[src/rtl/relobi_pkg.sv]
// Shared definitions for the reliable-OBI interconnect blocks: TMR width,
// fault vector layout, default request/response structs and OBI config.
package relobi_pkg;

    localparam int unsigned TmrWidth    = 3;

    // Positions inside the fault vector
    localparam int unsigned FaultNow    = 0;
    localparam int unsigned FaultSticky = 1;
    localparam int unsigned FaultWidth  = 2;

    localparam int unsigned AddrWidth   = 32;
    localparam int unsigned DataWidth   = 32;
    localparam int unsigned IdWidth     = 2;
    localparam int unsigned EccWidth    = 8;

    typedef struct packed {
        logic UseRReady;
        logic Integrity;
    } obi_cfg_t;

    localparam obi_cfg_t ObiDefaultConfig = '{UseRReady: 1'b1, Integrity: 1'b0};

    // Address channel payload; ecc travels untouched through the mux
    typedef struct packed {
        logic [AddrWidth-1:0]   addr;
        logic                   we;
        logic [DataWidth/8-1:0] be;
        logic [DataWidth-1:0]   wdata;
        logic [IdWidth-1:0]     aid;
        logic [EccWidth-1:0]    ecc;
    } relobi_a_t;

    typedef struct packed {
        logic [DataWidth-1:0] rdata;
        logic [IdWidth-1:0]   rid;
        logic                 err;
        logic [EccWidth-1:0]  ecc;
    } relobi_r_t;

    typedef struct packed {
        logic [TmrWidth-1:0] req;
        logic [TmrWidth-1:0] rready;
        relobi_a_t           a;
    } relobi_req_t;

    typedef struct packed {
        logic [TmrWidth-1:0] gnt;
        logic [TmrWidth-1:0] rvalid;
        relobi_r_t           r;
    } relobi_rsp_t;

    // Index width that stays at least 1 bit for single-entry ranges
    function automatic int unsigned idx_width(input int unsigned n);
        return (n > 1) ? $clog2(n) : 1;
    endfunction

endpackage

[src/rtl/relobi_mux_rr_arb.sv]
// One replica of the round-robin arbiter. A locked replica keeps its stored
// selection so a pending (ungranted) request is never switched away from.
module relobi_mux_rr_arb import relobi_pkg::*; #(
    parameter int unsigned NumPorts = 2,
    parameter int unsigned IdxWidth = idx_width(NumPorts)
) (
    input  logic [NumPorts-1:0] i_req,
    input  logic [IdxWidth-1:0] i_rr,
    input  logic                i_lock,
    input  logic [IdxWidth-1:0] i_lsel,
    output logic [IdxWidth-1:0] o_winner,
    output logic                o_valid
);

    // Pick the locked port, else the first requester at or after the pointer
    always_comb begin
        o_winner = '0;
        o_valid  = 1'b0;
        if (i_lock) begin
            o_winner = i_lsel;
            o_valid  = (32'(i_lsel) < NumPorts) && i_req[i_lsel];
        end else begin
            for (int unsigned k = 0; k < NumPorts; k++) begin
                if (!o_valid && i_req[IdxWidth'((32'(i_rr) + k) % NumPorts)]) begin
                    o_winner = IdxWidth'((32'(i_rr) + k) % NumPorts);
                    o_valid  = 1'b1;
                end
            end
        end
    end

endmodule

[src/rtl/relobi_mux.sv]
// Reliable-OBI N-to-1 multiplexer. Each of the three replicas arbitrates and
// tracks its own in-order response route; all control state is majority-voted
// before being stored. Define RELOBI_MUX_STICKY_FAULT_EN to get a sticky
// fault flag on fault_o[1]; otherwise that bit is tied low.
module relobi_mux import relobi_pkg::*; #(
    parameter obi_cfg_t    ObiCfg      = ObiDefaultConfig,
    parameter type         obi_req_t   = relobi_req_t,
    parameter type         obi_rsp_t   = relobi_rsp_t,
    parameter int unsigned NumSbrPorts = 2,
    parameter int unsigned NumMaxTrans = 4,
    parameter int unsigned IdxWidth    = idx_width(NumSbrPorts)
) (
    input  logic                       clk_i,
    input  logic                       rst_ni,
    input  obi_req_t [NumSbrPorts-1:0] sbr_ports_req_i,
    output obi_rsp_t [NumSbrPorts-1:0] sbr_ports_rsp_o,
    output obi_req_t                   mgr_port_req_o,
    input  obi_rsp_t                   mgr_port_rsp_i,
    output logic [FaultWidth-1:0]      fault_o
);

    if (ObiCfg.Integrity) begin : gen_err_integrity
        $fatal(1, "relobi_mux: ObiCfg.Integrity=1 is not supported");
    end
    if (NumSbrPorts < 2) begin : gen_err_ports
        $fatal(1, "relobi_mux: NumSbrPorts must be at least 2");
    end
    if (NumMaxTrans < 1) begin : gen_err_trans
        $fatal(1, "relobi_mux: NumMaxTrans must be at least 1");
    end

    localparam int unsigned PtrWidth = idx_width(NumMaxTrans);
    localparam int unsigned CntWidth = PtrWidth + 1;
    localparam int unsigned StWidth  = 2*IdxWidth + 1 + CntWidth + 2*PtrWidth;

    typedef logic [IdxWidth-1:0] route_t;

    function automatic route_t idx_inc(input route_t v);
        return (v == IdxWidth'(NumSbrPorts-1)) ? '0 : v + 1'b1;
    endfunction

    function automatic logic [PtrWidth-1:0] ptr_inc(input logic [PtrWidth-1:0] v);
        return (v == PtrWidth'(NumMaxTrans-1)) ? '0 : v + 1'b1;
    endfunction

    // Triplicated state
    logic [TmrWidth-1:0][IdxWidth-1:0]                  r_rr_q;
    logic [TmrWidth-1:0]                                r_lock_q;
    logic [TmrWidth-1:0][IdxWidth-1:0]                  r_lsel_q;
    logic [TmrWidth-1:0][CntWidth-1:0]                  r_cnt_q;
    logic [TmrWidth-1:0][PtrWidth-1:0]                  r_rd_q;
    logic [TmrWidth-1:0][PtrWidth-1:0]                  r_wr_q;
    logic [TmrWidth-1:0][NumMaxTrans-1:0][IdxWidth-1:0] r_mem_q;

    logic [TmrWidth-1:0][IdxWidth-1:0] w_win;
    logic [TmrWidth-1:0][IdxWidth-1:0] w_head;
    logic [TmrWidth-1:0]               w_wvld;
    logic [TmrWidth-1:0]               w_full;
    logic [TmrWidth-1:0]               w_nonempty;
    logic [TmrWidth-1:0]               w_mreq;
    logic [TmrWidth-1:0]               w_hs;
    logic [TmrWidth-1:0]               w_pop;
    logic [TmrWidth-1:0]               w_spur;
    logic [TmrWidth-1:0]               w_rready;
    logic [TmrWidth-1:0][StWidth-1:0]  w_st_n;

    logic [StWidth-1:0]  w_st_v;
    route_t              w_rr_v;
    logic                w_lock_v;
    route_t              w_lsel_v;
    logic [CntWidth-1:0] w_cnt_v;
    logic [PtrWidth-1:0] w_rd_v;
    logic [PtrWidth-1:0] w_wr_v;
    route_t              w_sel_v;
    logic                w_push_v;
    logic                w_vote_fault;
    logic                w_fault_now;

    for (genvar i = 0; i < TmrWidth; i++) begin : gen_rep
        logic [NumSbrPorts-1:0] w_cand;
        route_t                 w_rr_n;
        logic                   w_lock_n;
        route_t                 w_lsel_n;
        logic [CntWidth-1:0]    w_cnt_n;
        logic [PtrWidth-1:0]    w_rd_n;
        logic [PtrWidth-1:0]    w_wr_n;

        for (genvar p = 0; p < NumSbrPorts; p++) begin : gen_cand
            assign w_cand[p] = sbr_ports_req_i[p].req[i];
        end

        relobi_mux_rr_arb #(
            .NumPorts (NumSbrPorts),
            .IdxWidth (IdxWidth)
        ) i_arb (
            .i_req    (w_cand),
            .i_rr     (r_rr_q[i]),
            .i_lock   (r_lock_q[i]),
            .i_lsel   (r_lsel_q[i]),
            .o_winner (w_win[i]),
            .o_valid  (w_wvld[i])
        );

        assign w_nonempty[i] = (r_cnt_q[i] != '0);
        // No bypass: a full FIFO stalls even if a pop happens this cycle
        assign w_full[i]     = (r_cnt_q[i] == CntWidth'(NumMaxTrans));
        assign w_mreq[i]     = w_wvld[i] && !w_full[i];
        assign w_hs[i]       = w_mreq[i] && mgr_port_rsp_i.gnt[i];
        assign w_head[i]     = r_mem_q[i][r_rd_q[i]];

        if (ObiCfg.UseRReady) begin : gen_rready
            assign w_rready[i] = sbr_ports_req_i[w_head[i]].rready[i];
        end else begin : gen_no_rready
            assign w_rready[i] = 1'b1;
        end

        // A response with nothing outstanding is dropped and flagged
        assign w_spur[i] = mgr_port_rsp_i.rvalid[i] && !w_nonempty[i];
        assign w_pop[i]  = mgr_port_rsp_i.rvalid[i] && w_rready[i] && w_nonempty[i];

        assign w_rr_n   = w_hs[i] ? idx_inc(w_win[i]) : r_rr_q[i];
        assign w_lock_n = w_hs[i] ? 1'b0 : (w_mreq[i] ? 1'b1 : r_lock_q[i]);
        assign w_lsel_n = (w_mreq[i] && !mgr_port_rsp_i.gnt[i]) ? w_win[i] : r_lsel_q[i];
        assign w_cnt_n  = r_cnt_q[i] + CntWidth'(w_hs[i]) - CntWidth'(w_pop[i]);
        assign w_wr_n   = w_hs[i]  ? ptr_inc(r_wr_q[i]) : r_wr_q[i];
        assign w_rd_n   = w_pop[i] ? ptr_inc(r_rd_q[i]) : r_rd_q[i];

        assign w_st_n[i] = {w_rr_n, w_lock_n, w_lsel_n, w_cnt_n, w_rd_n, w_wr_n};
    end

    // Bitwise majority over all next-state fields, any disagreement is a fault
    assign w_st_v = (w_st_n[0] & w_st_n[1]) | (w_st_n[0] & w_st_n[2]) | (w_st_n[1] & w_st_n[2]);
    assign w_vote_fault = |((w_st_n[0] ^ w_st_n[1]) | (w_st_n[0] ^ w_st_n[2]));
    assign {w_rr_v, w_lock_v, w_lsel_v, w_cnt_v, w_rd_v, w_wr_v} = w_st_v;

    assign w_sel_v  = (w_win[0] & w_win[1]) | (w_win[0] & w_win[2]) | (w_win[1] & w_win[2]);
    assign w_push_v = (w_hs[0] & w_hs[1]) | (w_hs[0] & w_hs[2]) | (w_hs[1] & w_hs[2]);

    // Store the voted state into every replica; FIFO entries use the voted push
    // so a replica that missed a grant still holds the correct route
    always_ff @(posedge clk_i or negedge rst_ni) begin
        if (!rst_ni) begin
            r_rr_q   <= '0;
            r_lock_q <= '0;
            r_lsel_q <= '0;
            r_cnt_q  <= '0;
            r_rd_q   <= '0;
            r_wr_q   <= '0;
            r_mem_q  <= '0;
        end else begin
            for (int i = 0; i < TmrWidth; i++) begin
                r_rr_q[i]   <= w_rr_v;
                r_lock_q[i] <= w_lock_v;
                r_lsel_q[i] <= w_lsel_v;
                r_cnt_q[i]  <= w_cnt_v;
                r_rd_q[i]   <= w_rd_v;
                r_wr_q[i]   <= w_wr_v;
                if (w_push_v) begin
                    r_mem_q[i][r_wr_q[i]] <= w_sel_v;
                end
            end
        end
    end

    // Merged request towards the target
    always_comb begin
        mgr_port_req_o     = '0;
        mgr_port_req_o.req = w_mreq;
        mgr_port_req_o.a   = sbr_ports_req_i[w_sel_v].a;
        if (ObiCfg.UseRReady) begin
            mgr_port_req_o.rready = w_rready;
        end
    end

    // Per-port grant and response routing, r is broadcast
    always_comb begin
        for (int p = 0; p < NumSbrPorts; p++) begin
            sbr_ports_rsp_o[p]   = '0;
            sbr_ports_rsp_o[p].r = mgr_port_rsp_i.r;
            for (int i = 0; i < TmrWidth; i++) begin
                sbr_ports_rsp_o[p].gnt[i]    = mgr_port_rsp_i.gnt[i] && w_mreq[i] &&
                                               (w_win[i] == IdxWidth'(p));
                sbr_ports_rsp_o[p].rvalid[i] = mgr_port_rsp_i.rvalid[i] && w_nonempty[i] &&
                                               (w_head[i] == IdxWidth'(p));
            end
        end
    end

    assign w_fault_now       = w_vote_fault | (|w_spur);
    assign fault_o[FaultNow] = w_fault_now;

`ifdef RELOBI_MUX_STICKY_FAULT_EN
    logic r_fault_sticky;

    // Remember any fault until the next reset
    always_ff @(posedge clk_i or negedge rst_ni) begin
        if (!rst_ni) begin
            r_fault_sticky <= 1'b0;
        end else if (w_fault_now) begin
            r_fault_sticky <= 1'b1;
        end
    end

    assign fault_o[FaultSticky] = r_fault_sticky;
`else
    assign fault_o[FaultSticky] = 1'b0;
`endif

endmodule

[config.mk]
export PLATFORM = sky130hd
export DESIGN_NAME = relobi_mux
export DESIGN_NICKNAME = d
export VERILOG_FILES = /design/src/rtl/relobi_pkg.sv /design/src/rtl/relobi_mux_rr_arb.sv /design/src/rtl/relobi_mux.sv
export SDC_FILE = /design/constraint.sdc
export NUM_CORES = 1
export LEC_CHECK = 0
export ABC_AREA = 0
export CORE_AREA = 2 2 157 159
export DETAILED_ROUTE_END_ITERATION = 7
export DIE_AREA = 0 0 159 161
export GPL_ROUTABILITY_DRIVEN = 0
export GPL_TIMING_DRIVEN = 0
export PLACE_DENSITY_LB_ADDON = 0.12
export SKIP_CTS_REPAIR_TIMING = 1
export SYNTH_ARGS = -nofsm -noshare
export SYNTH_HDL_FRONTEND = slang
export SYNTH_SLANG_ARGS = --single-unit
[constraint.sdc]
create_clock -name clk_i -period 4.4 [get_ports clk_i]
set_input_delay 0.44 -clock clk_i [delete_from_list [all_inputs] [get_ports clk_i]]
set_output_delay 0.44 -clock clk_i [all_outputs]
set_load 0.02 [all_outputs]
==> impl_results.md, run 1 <==
- Clk pwr share: 7.7%
- Post-Syn Area: 3420 µm²
- Final slew viol count: 0
- Vias in the first global route: 4292
- Top_reg_cell synth: dfrtp_1
- Most frequent CP cell: ha_4
- Count of cell types in the netlist: 48
- Num Clock Sinks: 14
- Total track usage: a little over an eighth
- Placement Rows: 57
- First-pass DRT Iterations: 4
- First-pass GRT wire length: 27.0 mm
- CP endpoint: fault_o[0]
- Comb power frac: 83.8%
- RSZ-0062 raised after global routing: true
- Layout Utilization: 32.2%
- Yosys top cell area share: between 20% and 30%
- Synth Area in Adders: 13.1%
- CP Class: reg2out
- Global route overflow: 0
- Sw frac: roughly 43%
- Synth Area in Compound Gates: a little under an eighth
- Clk root buf: clkbuf_16
- # IOs: approximately 410
- Cells on Worst Hold Path: 1
- Htree depth: 1
- Main combinational cell family by area after synthesis: multiplexers
- Ys async rst share: 100%
- Gate Count Post-Synth: 380
- Fmax: between 200 and 250 MHz
- CTS tree: done
- Count of nets after finishing: roughly 1k
- CP Launch Point: r_rd_q[4]
- Critical Path RT: 3.96 ns
- FILL cells: 2543
- GRT met2 Usage: 28.5%
- Worst-path maximum fanout: 8
- Mux contribution to synthesized area: 30.4%
- Final setup viols: 0
- Die area: 25600 µm²
- GR peak layer: met2
- Final hold viol count: 0
- Post-Synth XOR/XNOR Area: 1.02%
- Crit path max-delay cell type: mux4_2
- EDFF count, synth: 0
- Post-synthesis sequential area ratio: 10.2%
- Pwr/cell area: between 300 and 400 nW/µm²
- Worst reg2reg setup slack: ~1.4 ns
- Reg area: 350 µm²
- Via count: 4181
- Psw: 1.09 mW
- Worst-Margin Slew: 0.780 ns
- Yosys top cell by area: mux2_2
- Internal power: ~1.5 mW
- Worst min-delay path category: reg2reg
- Die width: 159 µm
- WL per Instance: 17.9 µm
- P_leak: 3.07 nW
- Initial antenna violation count: 3
- Crit. End Element: output port
- R2R depth: 10
- YS warnings: 0
- Max Root-Sink Buffers: 2
- DRT iter0 DRCs: 96
- Top cells by area, synth: mux2_2, buf_4, ha_1, dfrtp_1, nor2_1
- Final wirelength: just under 20 mm
- Synth Area in Simple Gates: 9.58%
- RR Endpoint: r_cnt_q[8]
- Critical R2R Launch: r_rd_q[4]
- GR Layer Usage met3: under 10%
- Vias per inst: around 4
- Worst-path cell chain: mux4_2 > mux2_4 > nor2b_4 > ha_4 > inv_2 > ha_4 > fa_2 > xnor2_2 > ha_1 > nor4_2 > and3_4 > o2111ai_4 > buf_6
- Max Clock Skew: 0.000804 ns
- #FFs+latches synth: 14
- Core area: 24000 µm²
- TritonCTS buffer count: 3
- Die H: 161 µm
- Worst relative slew slack: between 40% and 50%
- Sequential power share: 8.5%
- GR Layer Usage met1: 13.5%
- Final min period: about 4.3 ns
- Mapped Nets: between 600 and 700
- Mean Syn Cell Area: roughly 9.0 µm²
- Commonest non-fill, non-tap cell in the layout: clkdlybuf4s50_1
- Routed Antenna Nets: 0
- Max-cap viol count: 0
- Syn-to-layout area delta: 125%
- Residual DRC: 0
- Hold_ws: 0.492 ns
- CP Launch Type: flop
- Most frequent cells in the layout: clkdlybuf4s50_1, buf_4, mux2_2
- # port buffers: 361
- Multi-input gate area: around 2400 µm²
- Largest net degree at the start of global routing: 15
- Fin crit share: 97.8%
- Worst skew pair latency: 0.24 ns
- Hpwl dp: approximately 17 mm
- Share of post-route cells with drive strength above 1: ~30%
- Starting Density: ~14%
- VDD IR max: 0.208 mV
- Critical path's largest stage delay: 0.63 ns
- Status: finished clean
- CTS clk-pin slew, worst paths: 0.05 ns
- Critical Path AT: 3.86 ns
==> kinds of logic (layout without fill, tap and decap cells) <==
kind of cell,after synthesis,after routing
other,1,4
AOI/OAI and AO/OA,55,55
muxes,91,91
xor gates and xnor gates,4,4
buffers and inverters,119,486
adders and majority gates,34,34
and+or+nand+nor,62,62
DFF,14,14
==> worst max-delay path: cells and delay by family (launching register included) <==
family,cells,cell delay [ns]
AO/OA/AOI/OAI,1,0.13
buffers and inverters,2,0.20
XOR/XNOR,1,0.15
AND/OR/NAND/NOR,3,0.70
adder cells (fa/ha/maj),4,1.10
flip-flops,1,0.36
multiplexers,2,0.98
==> metrics by stage <==
step | instance area (µm²) | std cells | TNS (ns) | setup slack, ns | power, mW
final | 7710 | 1074 | 0 | 0.0967 | 2.55
after global routing | 7710 | 1074 | -0.0388 | -0.0388 | 2.76
after floorplan | 3420 | 380 | 0 | 0.400 | 1.38
after CTS | 7530 | 1069 | -0.963 | -0.963 | 2.40
after global placement | 7440 | 1065 | -0.623 | -0.623 | 2.16
after detailed placement | 7440 | 1065 | -0.691 | -0.691 | 2.18
==> sequential cells by signal (all words and copies together), names as in the netlist <==
name	cells
r_lock_q	1
r_lsel_q	1
r_rd_q	2
r_mem_q	4
r_wr_q	2
r_rr_q	1
r_cnt_q	3
==> power by group through the flow <==
| stage | Sequential (mW) | Clock [mW] | Combinational (mW) |
|---|---|---|---|
| final | 0.218 | 0.195 | 2.14 |
| after global routing | 0.223 | 0.205 | 2.33 |
| after CTS | 0.209 | 0.202 | 1.99 |
| after detailed placement | 0.211 | 0 | 1.97 |
| after global placement | 0.210 | 0 | 1.95 |
| after floorplan | 0.200 | 0 | 1.18 |
==> worst min-delay path by stage <==
| stage | slack [ns] | start | to |
|---|---|---|---|
| floorplan | 0.14 | rst_ni | r_cnt_q[6] |
| global placement | 0.48 | r_mem_q[1] | r_mem_q[1] |
| detailed placement | 0.48 | r_mem_q[3] | r_mem_q[3] |
| CTS | 0.50 | r_mem_q[3] | r_mem_q[3] |
| global route | 0.51 | r_mem_q[3] | r_mem_q[3] |
| finish | 0.49 | r_mem_q[3] | r_mem_q[3] |
==> synth_stat cells, types with 2 or more instances <==
cell type / count
buf_4: 89
mux2_2: 86
ha_1: 31
nor2_1: 18
dfrtp_1: 14
inv_1: 14
nand2_1: 14
o21ai_0: 13
buf_2: 11
a21oi_1: 8
nand2b_1: 8
a211o_1: 5
nor2b_1: 5
nor4_1: 5
o2bb2ai_1: 4
a21o_1: 3
and3_2: 3
clkbuf_1: 3
fa_1: 3
o21a_1: 3
xnor2_1: 3
a211oi_1: 2
a31oi_1: 2
a41oi_1: 2
buf_6: 2
mux2_4: 2
mux2i_1: 2
nor2b_4: 2
o211ai_1: 2
o31ai_1: 2
or3_1: 2
==> final cells by class <==
class | count | share of cell area (%)
clock buffer | 4 | 1.15
antenna | 3 | 0.0973
multi-input combinational | 247 | 31.5
inverter | 14 | 0.681
tap | 324 | 5.26
buffer | 101 | 9.38
timing repair buffer | 367 | 47.4
sequential | 14 | 4.54
==> layer usage <==
layer	wire length, µm	up-vias
li1	-	1992
met1	6480	2005
met2	11200	172
met3	1390	12
met4	180	0
met5	0	-
Note: power is estimated with default switching activity, not from simulation.
==> inputs of run 2 (changes only) <==
Settings changed: SLEW_MARGIN set to 20.
==> results of run 2 <==
Final layout, timing and power as in run 1 (identical DEF).
==> inputs of run 3 (changes only) <==
Settings changed: GPL_ROUTABILITY_DRIVEN 0 to not set.
==> results of run 3 <==
Final layout, timing and power as in run 1 (identical DEF).
